==> config.mk <==
export PLATFORM = sky130hd
export DESIGN_NAME = mem_stage_ctrl_flat
export DESIGN_NICKNAME = d
export VERILOG_FILES = /design/src/rtl/mem_stage_ctrl_if.sv /design/src/rtl/mem_stage_ctrl.sv /design/src/flat_wrapper.sv
export SDC_FILE = /design/constraint.sdc
export NUM_CORES = 1
export LEC_CHECK = 0
export ABC_AREA = 1
export CELL_PAD_IN_SITES_DETAIL_PLACEMENT = 2
export CELL_PAD_IN_SITES_GLOBAL_PLACEMENT = 2
export CORE_ASPECT_RATIO = 1.2
export CORE_UTILIZATION = 24
export DETAILED_ROUTE_END_ITERATION = 8
export PLACE_DENSITY = 0.87
export SLEW_MARGIN = 20
export SYNTH_ARGS = -nofsm -noshare
export SYNTH_HDL_FRONTEND = slang
export SYNTH_SLANG_ARGS = --single-unit
==> constraint.sdc <==
create_clock -name clk_i -period 3.7 [get_ports clk_i]
set_clock_uncertainty 0.05 [all_clocks]
set_input_delay 0.555 -clock clk_i [delete_from_list [all_inputs] [get_ports clk_i]]
set_output_delay 0.555 -clock clk_i [all_outputs]
set_load 0.05 [all_outputs]
==> src/rtl/mem_stage_ctrl_if.sv <==
// mem_stage_ctrl_if
//   Bundles the EX/MEM-side access signals, the pipeline stall/result signals
//   and the data-memory req/ack handshake used by mem_stage_ctrl.
//   slave  : the MEM-stage controller (mem_stage_ctrl)
//   master : the environment (EX/MEM register, MEM/WB register, data memory)
//   Signals:
//     mem_ctrl_i  [1]=MemRead [0]=MemWrite from EX/MEM
//     addr_i      byte address from EX/MEM
//     wdata_i     store data from EX/MEM
//     stall_o     freeze upstream pipeline registers
//     rdata_o     load data to MEM/WB
//     err_o       sticky timeout / misalignment flag
//     mem_req_o, mem_we_o, mem_addr_o, mem_wdata_o  request to data memory
//     mem_ack_i, mem_rdata_i                        response from data memory
interface mem_stage_ctrl_if;
  logic [1:0]  mem_ctrl_i;
  logic [31:0] addr_i;
  logic [31:0] wdata_i;
  logic        stall_o;
  logic [31:0] rdata_o;
  logic        err_o;
  logic        mem_req_o;
  logic        mem_we_o;
  logic [31:0] mem_addr_o;
  logic [31:0] mem_wdata_o;
  logic        mem_ack_i;
  logic [31:0] mem_rdata_i;

  modport slave (
    input  mem_ctrl_i, addr_i, wdata_i, mem_ack_i, mem_rdata_i,
    output stall_o, rdata_o, err_o, mem_req_o, mem_we_o, mem_addr_o, mem_wdata_o
  );

  modport master (
    output mem_ctrl_i, addr_i, wdata_i, mem_ack_i, mem_rdata_i,
    input  stall_o, rdata_o, err_o, mem_req_o, mem_we_o, mem_addr_o, mem_wdata_o
  );
endinterface

==> src/rtl/mem_stage_ctrl.sv <==
// mem_stage_ctrl
//   Sequences the MEM stage: issues the access held in EX/MEM to a
//   variable-latency data memory over a req/ack handshake and stalls the
//   upstream pipeline until it completes, times out, or is rejected as
//   misaligned.
//   Ports:
//     clk_i  clock, rising edge
//     rst_i  asynchronous active-high reset
//     bus    mem_stage_ctrl_if.slave (access in, stall/result out, memory port)
//   Parameters:
//     TIMEOUT   BUSY cycles without ack before the access is aborted (>=2)
//     ALIGN_CHK 1: accesses with addr_i[1:0]!=0 are not issued and set err_o
module mem_stage_ctrl #(
  parameter int unsigned TIMEOUT   = 16,
  parameter bit          ALIGN_CHK = 1'b1
) (
  input  logic          clk_i,
  input  logic          rst_i,
  mem_stage_ctrl_if.slave bus
);

  localparam int unsigned CNT_W = $clog2(TIMEOUT);

  typedef enum logic [1:0] {
    IDLE,
    BUSY,
    DONE
  } state_t;

  state_t           state;
  logic [CNT_W-1:0] cnt;
  logic             pend;
  logic             aligned;

  always_comb begin
    pend    = |bus.mem_ctrl_i;
    aligned = !ALIGN_CHK || (bus.addr_i[1:0] == 2'b00);
  end

  // DONE deliberately releases the stall for one cycle so EX/MEM can advance.
  always_comb begin
    bus.stall_o = 1'b0;
    if (!rst_i) begin
      case (state)
        IDLE:    bus.stall_o = pend;
        BUSY:    bus.stall_o = 1'b1;
        default: bus.stall_o = 1'b0;
      endcase
    end
  end

  always_ff @(posedge clk_i or posedge rst_i) begin
    if (rst_i) begin
      state           <= IDLE;
      cnt             <= '0;
      bus.mem_req_o   <= 1'b0;
      bus.mem_we_o    <= 1'b0;
      bus.mem_addr_o  <= '0;
      bus.mem_wdata_o <= '0;
      bus.rdata_o     <= '0;
      bus.err_o       <= 1'b0;
    end else begin
      case (state)
        IDLE: begin
          if (pend) begin
            if (aligned) begin
              bus.mem_addr_o  <= bus.addr_i;
              bus.mem_wdata_o <= bus.wdata_i;
              // 2'b11 resolves to a write because bit 0 is MemWrite.
              bus.mem_we_o    <= bus.mem_ctrl_i[0];
              bus.mem_req_o   <= 1'b1;
              cnt             <= '0;
              state           <= BUSY;
            end else begin
              bus.err_o <= 1'b1;
              state     <= DONE;
            end
          end
        end
        BUSY: begin
          // Ack is checked before the timeout so an ack on the last cycle wins.
          if (bus.mem_ack_i) begin
            bus.mem_req_o <= 1'b0;
            if (!bus.mem_we_o) begin
              bus.rdata_o <= bus.mem_rdata_i;
            end
            state <= DONE;
          end else if (cnt == CNT_W'(TIMEOUT - 1)) begin
            bus.mem_req_o <= 1'b0;
            bus.err_o     <= 1'b1;
            if (!bus.mem_we_o) begin
              bus.rdata_o <= '0;
            end
            state <= DONE;
          end else begin
            cnt <= cnt + 1'b1;
          end
        end
        DONE: begin
          state <= IDLE;
        end
        default: begin
          state <= IDLE;
        end
      endcase
    end
  end

endmodule
==> src/flat_wrapper.sv <==
// flat-port wrapper written by rule: the top's interface ports become plain ports
module mem_stage_ctrl_flat 
#(
  parameter int unsigned TIMEOUT   = 16,
  parameter bit          ALIGN_CHK = 1'b1
)
  (clk_i, rst_i, bus_mem_ctrl_i, bus_addr_i, bus_wdata_i, bus_mem_ack_i, bus_mem_rdata_i, bus_stall_o, bus_rdata_o, bus_err_o, bus_mem_req_o, bus_mem_we_o, bus_mem_addr_o, bus_mem_wdata_o);
  mem_stage_ctrl_if bus_i ();
  input  logic clk_i;
  input  logic rst_i;
  input wire logic [$bits(bus_i.mem_ctrl_i)-1:0] bus_mem_ctrl_i;
  input wire logic [$bits(bus_i.addr_i)-1:0] bus_addr_i;
  input wire logic [$bits(bus_i.wdata_i)-1:0] bus_wdata_i;
  input wire logic [$bits(bus_i.mem_ack_i)-1:0] bus_mem_ack_i;
  input wire logic [$bits(bus_i.mem_rdata_i)-1:0] bus_mem_rdata_i;
  output wire logic [$bits(bus_i.stall_o)-1:0] bus_stall_o;
  output wire logic [$bits(bus_i.rdata_o)-1:0] bus_rdata_o;
  output wire logic [$bits(bus_i.err_o)-1:0] bus_err_o;
  output wire logic [$bits(bus_i.mem_req_o)-1:0] bus_mem_req_o;
  output wire logic [$bits(bus_i.mem_we_o)-1:0] bus_mem_we_o;
  output wire logic [$bits(bus_i.mem_addr_o)-1:0] bus_mem_addr_o;
  output wire logic [$bits(bus_i.mem_wdata_o)-1:0] bus_mem_wdata_o;
  assign bus_i.mem_ctrl_i = bus_mem_ctrl_i;
  assign bus_i.addr_i = bus_addr_i;
  assign bus_i.wdata_i = bus_wdata_i;
  assign bus_i.mem_ack_i = bus_mem_ack_i;
  assign bus_i.mem_rdata_i = bus_mem_rdata_i;
  assign bus_stall_o = bus_i.stall_o;
  assign bus_rdata_o = bus_i.rdata_o;
  assign bus_err_o = bus_i.err_o;
  assign bus_mem_req_o = bus_i.mem_req_o;
  assign bus_mem_we_o = bus_i.mem_we_o;
  assign bus_mem_addr_o = bus_i.mem_addr_o;
  assign bus_mem_wdata_o = bus_i.mem_wdata_o;
  mem_stage_ctrl #(.TIMEOUT(TIMEOUT), .ALIGN_CHK(ALIGN_CHK)) u_core (.clk_i(clk_i), .rst_i(rst_i), .bus(bus_i));
endmodule
Yosys cells after proc, flatten, opt, wreduce, memory -nomap -nowiden
Cells that the tools add are included.
- flip-flop bits (word level): 105
- input bits: 101
- output and inout bits: 100
- logic and storage cells: 56
- $add $sub $neg: 1
- eq/ne operators: 9
- mux-type cells: 26
- bitwise gates (word level): 1
- reductions and logical operators: 11
- operator list (cell ; count):
    two-way mux 32 bit ; 4
    two-way mux 4 bit ; 4
    AND reduction 5 bit ; 2
    two-way mux 1 bit ; 9
    two-way mux 2 bit ; 4
    case mux 4 bit (2 select lines) ; 1
    inequality test 2 x 1 -> 1 bit (second input constant) ; 3
    inequality test 2 bit (second input constant) ; 3
    case mux 1 bit (2 select lines) ; 3
    AND reduction 3 bit ; 2
    adder 4 x 1 -> 4 bit (second input constant) ; 1
    equality test 4 bit (second input constant) ; 1
    zero test 2 bit ; 2
    case mux 2 bit (2 select lines) ; 1
    AND reduction 4 bit ; 1
    nonzero test 2 bit ; 2
    inequality test 3 x 2 -> 1 bit (second input constant) ; 1
    equality test 2 x 1 -> 1 bit (second input constant) ; 1
    AND reduction 2 bit ; 1
    OR reduction 2 bit ; 1
    NOT 1 bit ; 1

Longest topological paths before layout
- depth in word-level cells: 4
- depth in mapped cells: 8
- gate-level depth less buffers: 8

Worst setup path after synthesis
Ideal clock, no wire load.
- path type: input -> output
- from: in bus_mem_ctrl_i[0]
- to: out bus_stall_o
- arrival: 1.624 ns
- data required time: 3.095 ns
- slack: 1.471 ns
- cell stages on the path: 6
- buffers on the path: 0
- cell sequence: inv_1 -> nand2_1 -> nand2_1 -> nand2_1 -> inv_1 -> nor2_1
- word-level cells in the longest chain between the ends: 3
- ends and longest elaborated chain (what ; line ; text):
    start: declaration ; flat_wrapper.sv:11 ; input wire logic [$bits(bus_i.mem_ctrl_i)-1:0] bus_mem_ctrl_i;
    OR reduction 2 bit ; mem_stage_ctrl.sv:36 ; pend = |bus.mem_ctrl_i;
    case mux 1 bit (2 select lines) ; mem_stage_ctrl.sv:44 ; case (state)
    two-way mux 1 bit ; mem_stage_ctrl.sv:43 ; if (!rst_i) begin
    end: declaration ; flat_wrapper.sv:16 ; output wire logic [$bits(bus_i.stall_o)-1:0] bus_stall_o;
No other way between the ends.

Worst setup path in the final report
Same ends and word-level chain as after synthesis.

==> results_dict.tcl <==
set metrics [dict create \
    cp-start-kind "input pin" \
    synth_cell_types 22 \
    initial_core_util_pct 24.7 \
    synth_top_cell_by_area "dfrtp_1" \
    hp-class "reg -> reg" \
    nets 770 \
    power_density_nw_per_um2 966 \
    drv_cap 0 \
    ioPinCount 201 \
    yosysWarnings 0 \
    drive_above_1_share_pct 11.1 \
    async_flop_share_pct 100 \
    grt_pass1_vias 4643 \
    cts_resized 0 \
    cts_max_path_buffers 2 \
    cts.sink_count 105 \
    seqCellArea_um2 2630 \
    slowest_delay_ns 0.81 \
    core-area_um2 18300 \
    syn_nets 583 \
    synth_area_leaders "dfrtp_1 58%, nand2_1 17%, nand3_1 6.5%" \
    hold_viol 0 \
    worst-path-max-fanout 3 \
    grt_use_total_pct 16.2 \
    swShare_pct 50.5 \
    drtAntennaViolNets 0 \
    design.die.area_um2 19400 \
    cts_root_buf "clkbuf_16" \
    dp_slack_ns 0.606 \
    syn2layout_area_growth_pct 54.3 \
    cp_cell_sequence "clkdlybuf4s50_1 -> inv_1 -> nand2_2 -> nand2_1 -> nand2_1 -> inv_1 -> nor2_1 -> clkdlybuf4s50_1" \
    multi_input_area_um2 1610 \
    synth.cell_area_um2 4520 \
    synthFlopType "dfrtp_1" \
    cts_tree "built" \
    dieHeight_um 152 \
    wirelength_um 15300 \
    grt_max_degree 72 \
    critPathRequiredTime_ns 3.09 \
    end_kind "primary output" \
    tightest_slew_ns 0.926 \
    synth_top_area_share_pct 58.1 \
    worst_path_max_delay_cell "clkdlybuf4s50_1" \
    drc 0 \
    grt_antenna_before_repair 3 \
    cts_hold_buf 0 \
    synth_edf_count 0 \
    vias 4097 \
    place_hpwl_um 11400 \
    antenna_cells 0 \
    n_fill_cell 2012 \
    min_period_ns 2.98 \
    outcome "complete, no violations" \
    power_switching_mw 3.40 \
    port-buffer-count 200 \
    overflow 0 \
    slew_viol_final 0 \
    cp.arrival_ns 2.38 \
    timing.fmax_ghz 0.335 \
    combPwrFrac_pct 56.6 \
    max_slew_margin_pct 38.2 \
    ys_seq_area_share_pct 58.1 \
    power_leakage_nw 3.24 \
    drt_pass1_iterations 4 \
    finalSetupViolCount 0 \
    synth.ff_latch_count 105 \
    avgRoutedWirePerCell_um 16.6 \
    p_seq_share_pct 29.5 \
    clock_latency_ns 0.35 \
    layout_setup_ws_ns 0.719 \
    rsz0062_at_grt "false" \
    clockPowerShare_pct 13.9 \
    criticalPathCategory "in -> out" \
    setup-tns-final_ns 0 \
    vdd_drop_max_mv 0.412 \
    synthCells 481 \
    clk_pin_slew_ns 0.07 \
    drtIter0Drc 95 \
    power_mw 6.74 \
    cts_inserted_buffers 9 \
    p_int_mw 3.34 \
    grt_pass1_wl_um 24600 \
    place.gp.congestion 0.713 \
    avgSynthCellArea_um2 9.40 \
    die_w_um 127 \
    num_rows 54 \
    cts_max_level 3 \
    post-cts-setup-buffer-count 0 \
    finalCritPeriodShare_pct 80.6 \
    viasPerCell 4.43 \
]
[registers in the layout, indices dropped and copies added (netlist names)]
register,flops
u_core.bus.mem_wdata_o,32
u_core.bus.rdata_o,32
u_core.bus.err_o,1
u_core.state,2
u_core.bus.mem_req_o,1
u_core.bus.mem_we_o,1
u_core.cnt,4
u_core.bus.mem_addr_o,32
[cell families after synthesis]
group                      after synthesis  share of synthesized area, %
DFF                                    105                          58.1
xor gates and xnor gates                 1                         0.194
adders and majority gates                1                         0.277
buffers and inverters                   46                          6.31
AOI/OAI and AO/OA                       35                          6.59
and+or+nand+nor                        293                          28.5
[critical path, delay by kind of cell]
| kind | cells | cell delay [ns] |
|---|---|---|
| buffers and inverters | 4 | 1.48 |
| AND/OR/NAND/NOR | 4 | 0.33 |
[layer usage]
| metal | vias up | global-route usage [%] | routed length [um] |
|---|---|---|---|
| met3 | 17 | 5.06 | 1110 |
| li1 | 1895 | - | - |
| met2 | 150 | 28.6 | 7730 |
| met1 | 2029 | 18.7 | 6250 |
| met5 | - | 0 | 38 |
| met4 | 6 | 4.65 | 182 |
[area by class of cell]
cell class / count / share of cell area [%]
Clock buffer: 9 / 3.23
Clock inverter: 7 / 0.879
Inverter: 16 / 0.897
Multi-Input combinational cell: 330 / 23.1
Sequential cell: 105 / 37.7
Tap cell: 252 / 4.52
Timing Repair Buffer: 206 / 29.7
[cells in the mapped netlist, types with 2 or more instances]
| library cell | instances |
|---|---|
| dfrtp_1 | 105 |
| clkbuf_1 | 8 |
| inv_1 | 15 |
| nor2_1 | 5 |
| o21ai_2 | 32 |
| nand3_2 | 12 |
| nor2_4 | 2 |
| nand2_1 | 210 |
| nand2_2 | 2 |
| nand3_1 | 59 |
| buf_6 | 12 |
| buf_2 | 9 |
[path summary, 6_finish.rpt]
kind                                           from  slack, ns  cells past startpoint                  endpoint
min reg2reg                u_core.bus.mem_addr_o[3]       0.42                      2  u_core.bus.mem_addr_o[3]
max reg2reg                           u_core.cnt[0]       1.56                      6     u_core.bus.rdata_o[5]
max                               bus_mem_ctrl_i[0]       0.72                      8               bus_stall_o
min in group asynchronous                     rst_i       0.74                      2     u_core.bus.rdata_o[2]
min                        u_core.bus.mem_addr_o[3]       0.42                      2  u_core.bus.mem_addr_o[3]
max in group asynchronous                     rst_i       2.09                      3    u_core.bus.rdata_o[30]
[power groups by stage]
stage / logic (mW) / registers [mW] / clock network [mW]
2_1_floorplan: 0.686 / 3.73 / 0
3_3_place_gp: 3.75 / 1.98 / 0
3_5_place_dp: 3.85 / 2.01 / 0
4_1_cts: 3.87 / 2.00 / 0.980
5_1_grt: 4.01 / 2.06 / 1.03
6_report: 3.81 / 1.99 / 0.939
[cell usage in the layout (no fill, tap or decap), types with 3 or more instances in the layout]
cell             instances
buf_4                    4
clkbuf_16                9
clkdlybuf4s50_1        200
dfrtp_1                105
inv_1                   14
nand2_1                209
nand2_2                  3
nand3_1                 59
nand3_2                 12
nor2_1                   5
o21ai_2                 32
[metrics by stage]
stage          hold slack, ns  instances  area, um2  utilization [%]
5_1_grt                 0.449        925       6970             38.1
6_report                0.424        925       6970             38.1
4_1_cts                 0.430        925       6970             38.1
3_3_place_gp            0.396        909       6690             36.5
2_1_floorplan           0.452        481       4520                -
3_5_place_dp            0.412        909       6690             36.5
Note: power is estimated with default switching activity, not from simulation.
